==> src/rtl/regfl_rd.sv <==
`default_nettype none
// ============================================================================
//  Module   : regfl_rd
//  Purpose  : Reader/streamer for an N x W register file. On a start command
//             in IDLE it snapshots the flattened block, then streams a run of
//             words (first index idx, length cnt, 0 meaning N) over a
//             valid/ready interface, wrapping the index modulo N.
//  Revision : 1.0  - initial release
// ----------------------------------------------------------------------------
//  Ports
//    clk    in   1       rising-edge clock
//    rst_b  in   1       asynchronous active-low reset
//    start  in   1       burst request, honoured only in IDLE
//    idx    in   AW      first word index of the burst
//    cnt    in   AW+1    number of words to send, 0 means N
//    blk    in   N*W     flattened register-file contents (word 0 = LSBs)
//    rdy    in   1       downstream ready
//    vld    out  1       q holds a valid word
//    q      out  W       current word
//    sel    out  AW      index of the word on q
//    busy   out  1       high while in SEND or DONE
//    done   out  1       one-cycle pulse after the last word is accepted
// ============================================================================
module regfl_rd #(
  parameter int W  = 64,
  parameter int N  = 8,
  parameter int AW = 3
) (
  input  logic              clk,
  input  logic              rst_b,
  input  logic              start,
  input  logic [AW-1:0]     idx,
  input  logic [AW:0]       cnt,
  input  logic [N*W-1:0]    blk,
  input  logic              rdy,
  output logic              vld,
  output logic [W-1:0]      q,
  output logic [AW-1:0]     sel,
  output logic              busy,
  output logic              done
);

  typedef enum logic [1:0] {
    IDLE = 2'd0,
    SEND = 2'd1,
    DONE = 2'd2
  } state_t;

  localparam logic [AW:0]   REM_FULL = (AW+1)'(N);
  localparam logic [AW:0]   REM_ONE  = (AW+1)'(1);
  localparam logic [AW-1:0] SEL_ONE  = AW'(1);

  state_t                 state_q, state_d;
  logic [N-1:0][W-1:0]    buf_q;
  logic [AW-1:0]          sel_q, sel_d;
  logic [AW:0]            rem_q, rem_d;
  logic                   load;
  logic                   vld_q, busy_q, done_q;

  // Next-state and datapath control.
  always_comb begin
    state_d = state_q;
    sel_d   = sel_q;
    rem_d   = rem_q;
    load    = 1'b0;
    case (state_q)
      IDLE: begin
        if (start) begin
          load    = 1'b1;
          sel_d   = idx;
          rem_d   = (cnt == '0) ? REM_FULL : cnt;
          state_d = SEND;
        end
      end
      SEND: begin
        // vld_q is high throughout SEND, so the handshake reduces to rdy.
        if (rdy) begin
          if (rem_q == REM_ONE) begin
            rem_d   = '0;
            state_d = DONE;
          end else begin
            sel_d = sel_q + SEL_ONE;  // wraps naturally since N = 2**AW
            rem_d = rem_q - REM_ONE;
          end
        end
      end
      DONE: begin
        state_d = IDLE;
      end
      default: begin
        state_d = IDLE;
      end
    endcase
  end

  // State, snapshot and registered status outputs. The status flags are
  // registered from the next state so they line up with the state register.
  always_ff @(posedge clk or negedge rst_b) begin
    if (!rst_b) begin
      state_q <= IDLE;
      buf_q   <= '0;
      sel_q   <= '0;
      rem_q   <= '0;
      vld_q   <= 1'b0;
      busy_q  <= 1'b0;
      done_q  <= 1'b0;
    end else begin
      state_q <= state_d;
      sel_q   <= sel_d;
      rem_q   <= rem_d;
      if (load) begin
        buf_q <= blk;
      end
      vld_q  <= (state_d == SEND);
      busy_q <= (state_d != IDLE);
      done_q <= (state_d == DONE);
    end
  end

  // q is a mux of registered data by a registered index; no input reaches it.
  assign q    = buf_q[sel_q];
  assign sel  = sel_q;
  assign vld  = vld_q;
  assign busy = busy_q;
  assign done = done_q;

endmodule
`default_nettype wire

==> config.mk <==
export PLATFORM = sky130hd
export DESIGN_NAME = regfl_rd
export DESIGN_NICKNAME = d
export VERILOG_FILES = /design/src/rtl/regfl_rd.sv
export SDC_FILE = /design/constraint.sdc
export NUM_CORES = 1
export LEC_CHECK = 0
export BUFFER_PORTS_ARGS = -buffer_cell sky130_fd_sc_hd__buf_2
export CORE_UTILIZATION = 34
export CTS_CLUSTER_DIAMETER = 50
export DETAILED_ROUTE_END_ITERATION = 10
export GPL_TIMING_DRIVEN = 0
export PLACE_DENSITY_LB_ADDON = 0.25
export SLEW_MARGIN = 20
export SYNTH_ARGS = -nofsm -noshare
export SYNTH_HDL_FRONTEND = slang
export SYNTH_SLANG_ARGS = --single-unit
==> constraint.sdc <==
create_clock -name clk -period 2 [get_ports clk]
set_input_delay 0.3 -clock clk [delete_from_list [all_inputs] [get_ports clk]]
set_output_delay 0.3 -clock clk [all_outputs]
set_load 0.05 [all_outputs]
==> reports/metrics.yaml, run 1 <==
setup_path:
  crit_required_ns: 1.70
  crit_fanout: 6
  path_class: "reg2out"
  cp_top_family: "multiplexers"
  startpoint: "sel[0]"
  startpoint_type: "flop"
  critPathSlowestCell: "mux4_2"
  path_buf_inv: 4
  crit_path_end_kind: "output port"
  crit_path_frequent_cell: "clkbuf_16"
  crit_path_max_incr_delay_ns: 0.53
  reg2reg_from: "state_q[0]"
  crit_path_cell_trace: "clkbuf_16 > buf_16 > clkbuf_16 > mux4_2 > mux2_4 > buf_8"
  cp_data_arrival_time_ns: 2.50
outcome:
  violations: "negative hold slack, negative setup slack"
  outcome: "finished, violations left"
pwr:
  power_density_mw_per_mm2: 1750
  irDropWorstVdd_mv: 1.30
  p_leak_nw: 16.2
yosys:
  synth.distinct_cells: 30
  synth_area_per_cell_um2: 17.0
  ys_seq_area_share_pct: 56.1
  synth-edff-count: 0
  synth_ff_type: "dfrtp_1"
  async_flop_share_pct: 100
  synth_top_cell_by_area: "dfrtp_1"
  synthTopCellsByCount: "mux2_2, dfrtp_1, mux4_2, buf_2, buf_4"
  synth_most_common_cell: "mux2_2"
  yosysWarnings: 0
  syn_inst: 1375
  synth_seq_cells: 524
  synth.area.top_cells: "dfrtp_1, mux2_2, mux4_2"
  syn_nets: 1901
  synth_top_area_share_pct: 56.1
  syn_area_mm2: 0.0234
timing:
  layout_setup_ws_ns: -0.804
  rsz0062_at_grt: "yes"
  fmax_ghz: 0.357
  hold_ws_ns: -0.360
  min_period_over_period_pct: 140
  period_needed_ns: 2.80
  finalHoldViolations: 75
  finalClockSkew_ns: 0.0190
  worst_pin_slew_ns: 0.968
  slew_headroom_pct: 35.4
  slew_violations: 0
  setup_viol: 64
global_route:
  grt.overflow.total: 0
  grt_pass1_wl_mm: 122
  grt_pass1_vias: 19900
  track_usage_pct: 23.0
  grt_max_degree: 99
  antenna_found_initial: 15
placement:
  dp_hpwl_mm: 56.3
  post_dp_cell_area_mm2: 0.0277
  port_buffers: 592
  gp_congestion: 0.834
  place_ws_ns: -0.884
job:
  cap_violations: 0
detailed_routing:
  vias: 17500
  drc: 0
  via_per_inst: 4.98
  dr.pass1.iters: 5
  post_drt_wl_per_cell_um: 23.0
  postRouteAntennaNets: 0
  first_iter_violations: 795
  wirelength_mm: 81.0
floorplanning:
  die_y_um: 264
  fp-row-count: 95
  dieArea_mm2: 0.0698
  io_pins: 593
  initial_core_util_pct: 34.6
  design.core.area_mm2: 0.0676
  chipWidth_um: 264
clock_network:
  cts-buffers-inserted: 77
  htreeDepth: 3
  clock-root-buffer: "clkbuf_16"
  hold_buffers: 516
  cts_buffer_depth: 3
  cts_tree: "yes"
  clk_pin_slew_ns: 0.05
  clk_latency_ns: 0.60
  cts.sinks: 524
layout:
  final-seq-area_mm2: 0.0131
  area_growth_pct: 57.3
  n_fill_cell: 5412
  drive_above_1_share_pct: 58.2
  multiInputGateArea_mm2: 0.00983
  final_nets: 3102
  final_area_mm2: 0.0368
worst_hold_path:
  min_path_type: "in2async"
## cell usage in the layout (no fill, tap or decap), types with 2 or more instances in the layout
cell	n
a21oi_1	4
buf_6	90
inv_6	6
or3_1	2
clkbuf_8	15
clkbuf_1	12
buf_16	12
clkbuf_16	83
dfrtp_1	522
nand3_1	2
o21ai_0	5
ha_1	3
nor2_1	11
clkinv_8	3
inv_8	4
dlygate4sd3_1	516
dfrtp_2	2
a21o_1	2
buf_4	9
clkinv_2	4
clkbuf_2	4
nand2_1	6
bufinv_16	13
buf_12	7
nor3_1	2
mux4_2	128
mux2i_1	2
diode_2	9
clkinvlp_4	7
mux2_2	536
a31oi_1	2
buf_2	541
clkinv_4	6
inv_1	2
clkbuf_4	15
buf_8	7
mux2_4	40
## path summary, 6_finish.rpt
path,to,slack (ns),depth (start not counted)
min,buf_q[424],-0.36,1
max,q[13],-0.80,6
max in group asynchronous,buf_q[67],0.63,4
min in group clk,rem_q[2],0.04,3
min reg2reg,buf_q[178],0.50,1
max reg2reg,buf_q[271],0.05,4
## registers in the layout (all words and copies together), names as in the netlist
register,count
buf_q,512
rem_q,4
sel,3
state_q,2
busy,1
done,1
vld,1
## routing by layer
metal  global-route usage (%)  vias to the layer above  wire length, µm
li1                         -                     7604                -
met1                     29.1                     9250            34100
met2                     39.9                      508            41400
met3                     4.06                      146             3360
met4                     7.59                        4             2130
met5                        0                        -               24
## cell families (layout without fill, tap and decap cells)
logic type / Yosys count / after routing / share of synthesized area (%)
compound gates: 16 / 16 / 0.423
fa+ha+maj: 3 / 3 / 0.161
buf+inv: 96 / 1357 / 2.48
flops: 524 / 524 / 56.1
mux: 706 / 706 / 40.2
other cells: 0 / 9 / 0
simple gates: 30 / 30 / 0.653
## power breakdown
part	switching, mW	leakage (nW)	total, mW	internal [mW]
clock	5.35	1.33	14.6	9.22
sequential	2.97	6.23	19.0	16.0
combinational	14.8	8.66	30.9	16.2
total	23.1	16.2	64.5	41.4
## final cells by class
type | instances | share of cell area, %
sequential | 524 | 35.7
timing repair buffer | 1122 | 24.2
antenna | 9 | 0.0613
multi-input combinational | 755 | 26.8
buffer | 94 | 2.78
clock buffer | 95 | 5.67
clock inverter | 44 | 1.88
tap | 873 | 2.97
inverter | 2 | 0.0204
## metrics by stage
step / util (%) / total power [mW] / std cells / TNS, ns
2_1_floorplan: - / 38.3 / 1375 / -11.57
3_3_place_gp: 40.7 / 44.5 / 2840 / -5583.86
3_5_place_dp: 41.0 / 45.2 / 2845 / -183.27
4_1_cts: 53.8 / 63.8 / 3504 / -53.18
5_1_grt: 54.3 / 67.3 / 3518 / -54.44
6_report: 54.3 / 64.5 / 3518 / -48.56
## timing repair
action,in CTS,in global routing
gates cloned,2,5
setup endpoints to repair,520,292
hold endpoints to repair,591,75
buffers inserted,2,0
resized for setup,205,67
No activity file was read; power rests on OpenSTA's default activity.
==> run 2, diff against run 1 <==
--- a/config.mk
+++ b/config.mk
@@ -6,6 +6,7 @@
 export NUM_CORES = 1
 export LEC_CHECK = 0
 export BUFFER_PORTS_ARGS = -buffer_cell sky130_fd_sc_hd__buf_2
+export CORE_ASPECT_RATIO = 1.4
 export CORE_UTILIZATION = 34
 export CTS_CLUSTER_DIAMETER = 50
 export DETAILED_ROUTE_END_ITERATION = 10
==> run 2 against run 1 <==
  * The flow finishes with violations (negative setup slack)
  * Utilization shrank 0.96 points
  * Via count decreased by 1.2%
  * Sequential share of layout area is 0.52 points higher
  * Non-clock buffer count up 12
  * Sequential power barely moved
  * Clock power decreased by 25%
  * Critical path depth is the same
  * Critical endpoint is now q[52]
  * Largest power group unchanged
==> reports/metrics.yaml, run 2 (synthesis results as in run 1) <==
worst_hold_path:
  worstHoldStart: "cnt[3]"
  min_path_type: "in2reg"
  whs_endpoint: "rem_q[3]"
  hold_depth: 4
setup_path:
  crit_path_cell_trace: "clkbuf_16 > clkbuf_16 > buf_12 > mux4_2 > mux2_4 > buf_6"
  crit_path_end_kind: "output port"
  reg2reg_depth: 4  # unchanged
  startpoint_type: "flop"
  crit_path_max_incr_delay_ns: 0.54  # about the same
  path_class: "reg2out"
  reg2reg_slack_ns: 0.05  # about the same
  cp_data_arrival_time_ns: 2.57  # +0.07 ns
  crit_fanout: 7  # +1
  reg2reg_from: "state_q[0]"
  cp_top_family: "multiplexers"
  startpoint: "sel[0]"
  critPathSlowestCell: "mux4_2"
  path_buf_inv: 4  # unchanged
  regToRegEndpoint: "buf_q[356]"
  crit_required_ns: 1.70  # about the same
  crit_path_frequent_cell: "clkbuf_16"
timing:
  min_period_over_period_pct: 144  # +3.3 points
  worst_pin_slew_ns: 0.946  # -0.0227 ns
  slew_headroom_pct: 37.0  # +1.5 points
  fmax_ghz: 0.348  # -2.3%
  rsz0062_at_grt: "yes"
  period_needed_ns: 2.87  # +0.0669 ns
  finalHoldViolations: 0  # -100%
  layout_setup_ws_ns: -0.870  # -0.0669 ns
  slew_violations: 0  # unchanged
  finalClockSkew_ns: 0.0128  # -0.00624 ns
  setup_viol: 238  # +270%
global_route:
  grt_pass1_wl_mm: 122  # unchanged
  antenna_found_initial: 19  # +4
  grt_pass1_vias: 20100  # +0.72%
  track_usage_pct: 23.3  # +0.27 points
  grt_max_degree: 99  # unchanged
  grt.overflow.total: 0  # unchanged
placement:
  dp_hpwl_mm: 56.2  # -0.21%
  post_dp_cell_area_mm2: 0.0277  # about the same
  port_buffers: 592  # unchanged
  gp_congestion: 0.815  # -2.2%
  place_ws_ns: -0.938  # -0.0546 ns
detailed_routing:
  vias: 17300  # -1.2%
  drc: 0  # unchanged
  post_drt_wl_per_cell_um: 23.8  # +3.2%
  postRouteAntennaNets: 0  # unchanged
  via_per_inst: 4.96  # -0.46%
  dr.pass1.iters: 5  # unchanged
  first_iter_violations: 723  # -9.1%
  wirelength_mm: 82.9  # +2.4%
floorplanning:
  chipWidth_um: 224  # -15%
  design.core.area_mm2: 0.0679  # +0.34%
  fp-row-count: 113  # +19%
  io_pins: 593  # unchanged
  die_y_um: 312  # +18%
  dieArea_mm2: 0.0698  # about the same
  initial_core_util_pct: 34.4  # -0.12 points
outcome:
  violations: "negative setup slack"
  outcome: "finished, violations left"
layout:
  n_fill_cell: 5548  # +2.5%
  final_area_mm2: 0.0362  # -1.4%
  largest_reg_flops: 512  # unchanged
  area_growth_pct: 55.0
  final_nets: 3094  # -0.26%
  final_common_cell: "buf_2"
  drive_above_1_share_pct: 57.7  # -0.54 points
  regMostFlops: "buf_q"
  layout_common_cells: "buf_2, mux2_2, dfrtp_1"
clock_network:
  cts-buffers-inserted: 57  # -26%
  clock-root-buffer: "clkbuf_16"
  cts_buffer_depth: 3  # unchanged
  htreeDepth: 2  # -1
  clk_pin_slew_ns: 0.06  # about the same
  clk_latency_ns: 0.62  # +0.02 ns
  cts_tree: "yes"
  cts.sinks: 524  # unchanged
job:
  cap_violations: 0  # unchanged
pwr:
  power_density_mw_per_mm2: 1700  # -2.9%
  irDropWorstVdd_mv: 1.60  # +23%
  power.total_mw: 61.7  # -4.3%
  p_leak_nw: 16.0  # -1.2%
==> run 2: changes by cell type in the layout (fill, tap and decap cells not counted), sizes merged <==
cell,before,now
clkbuf,129,119
bufinv,13,5
clkinvlp,7,0
diode,9,16
inv,12,6
dlygate4sd3,516,520
buf,666,669
clkinv,14,16
==> run 2: worst reg2reg max path: stages (launching register included) <==
cell,delay [ns]
dfrtp_1,0.45
nor3b_4,0.30
clkbuf_8,0.33
buf_2,0.37
mux2_2,0.40
==> run 2: how the worst max path moves through the flow <==
stage | end | slack (ns) | depth (start not counted)
finish | q[52] | -0.87 | 6
global route | q[34] | -0.94 | 6
CTS | q[33] | -0.95 | 6
detailed placement | q[62] | -0.94 | 4
global placement | sel[1] | -11.01 | 1
floorplan | q[25] | -0.21 | 5
==> run 2: repair_timing <==
item / 4_1_cts / 5_1_grt
buffers inserted: 1 / 2
hold buffers: 521 / 1
endpoints found under the hold margin: 580 / 273
endpoints found under the setup margin: 548 / 491
gates resized for setup: 143 / 167
gates cloned: 2 / 10
==> run 2: per-stage QoR <==
step	cells	util, %	hold WS, ns	setup TNS, ns
floorplan	1375	-	0.00441	-11.57
global route	3492	53.4	0.0836	-154.26
global placement	2829	40.6	0.483	-5505.15
finish	3492	53.4	0.0621	-105.04
detailed placement	2835	40.9	0.286	-227.43
CTS	3464	52.1	0.0227	-120.46
==> run 2: routing by layer <==
layer	wire (µm)	track usage (%)
met1	32400	27.3
met2	44000	41.9
met3	3920	4.56
met4	2580	8.86
met5	18	0
==> run 2: final cells by class <==
class	count	area [µm²]	area share (%)
inverters	2	7.51	0.0207
plain buffers	94	1040	2.88
clock inverters	25	272	0.749
multi-input cells	755	9870	27.2
clock buffers	80	1660	4.57
flip-flops and latches	524	13100	36.2
well taps	862	1080	2.98
repair buffers	1134	9150	25.3
diodes	16	40.0	0.111
==> run 2: report_power, final <==
group / leakage [nW] / internal, mW / total [mW] / switching, mW
combinational: 8.83 / 16.8 / 31.8 / 15.1
clock: 0.965 / 6.41 / 11.0 / 4.56
sequential: 6.23 / 16.0 / 18.9 / 2.91
total: 16.0 / 39.2 / 61.7 / 22.5
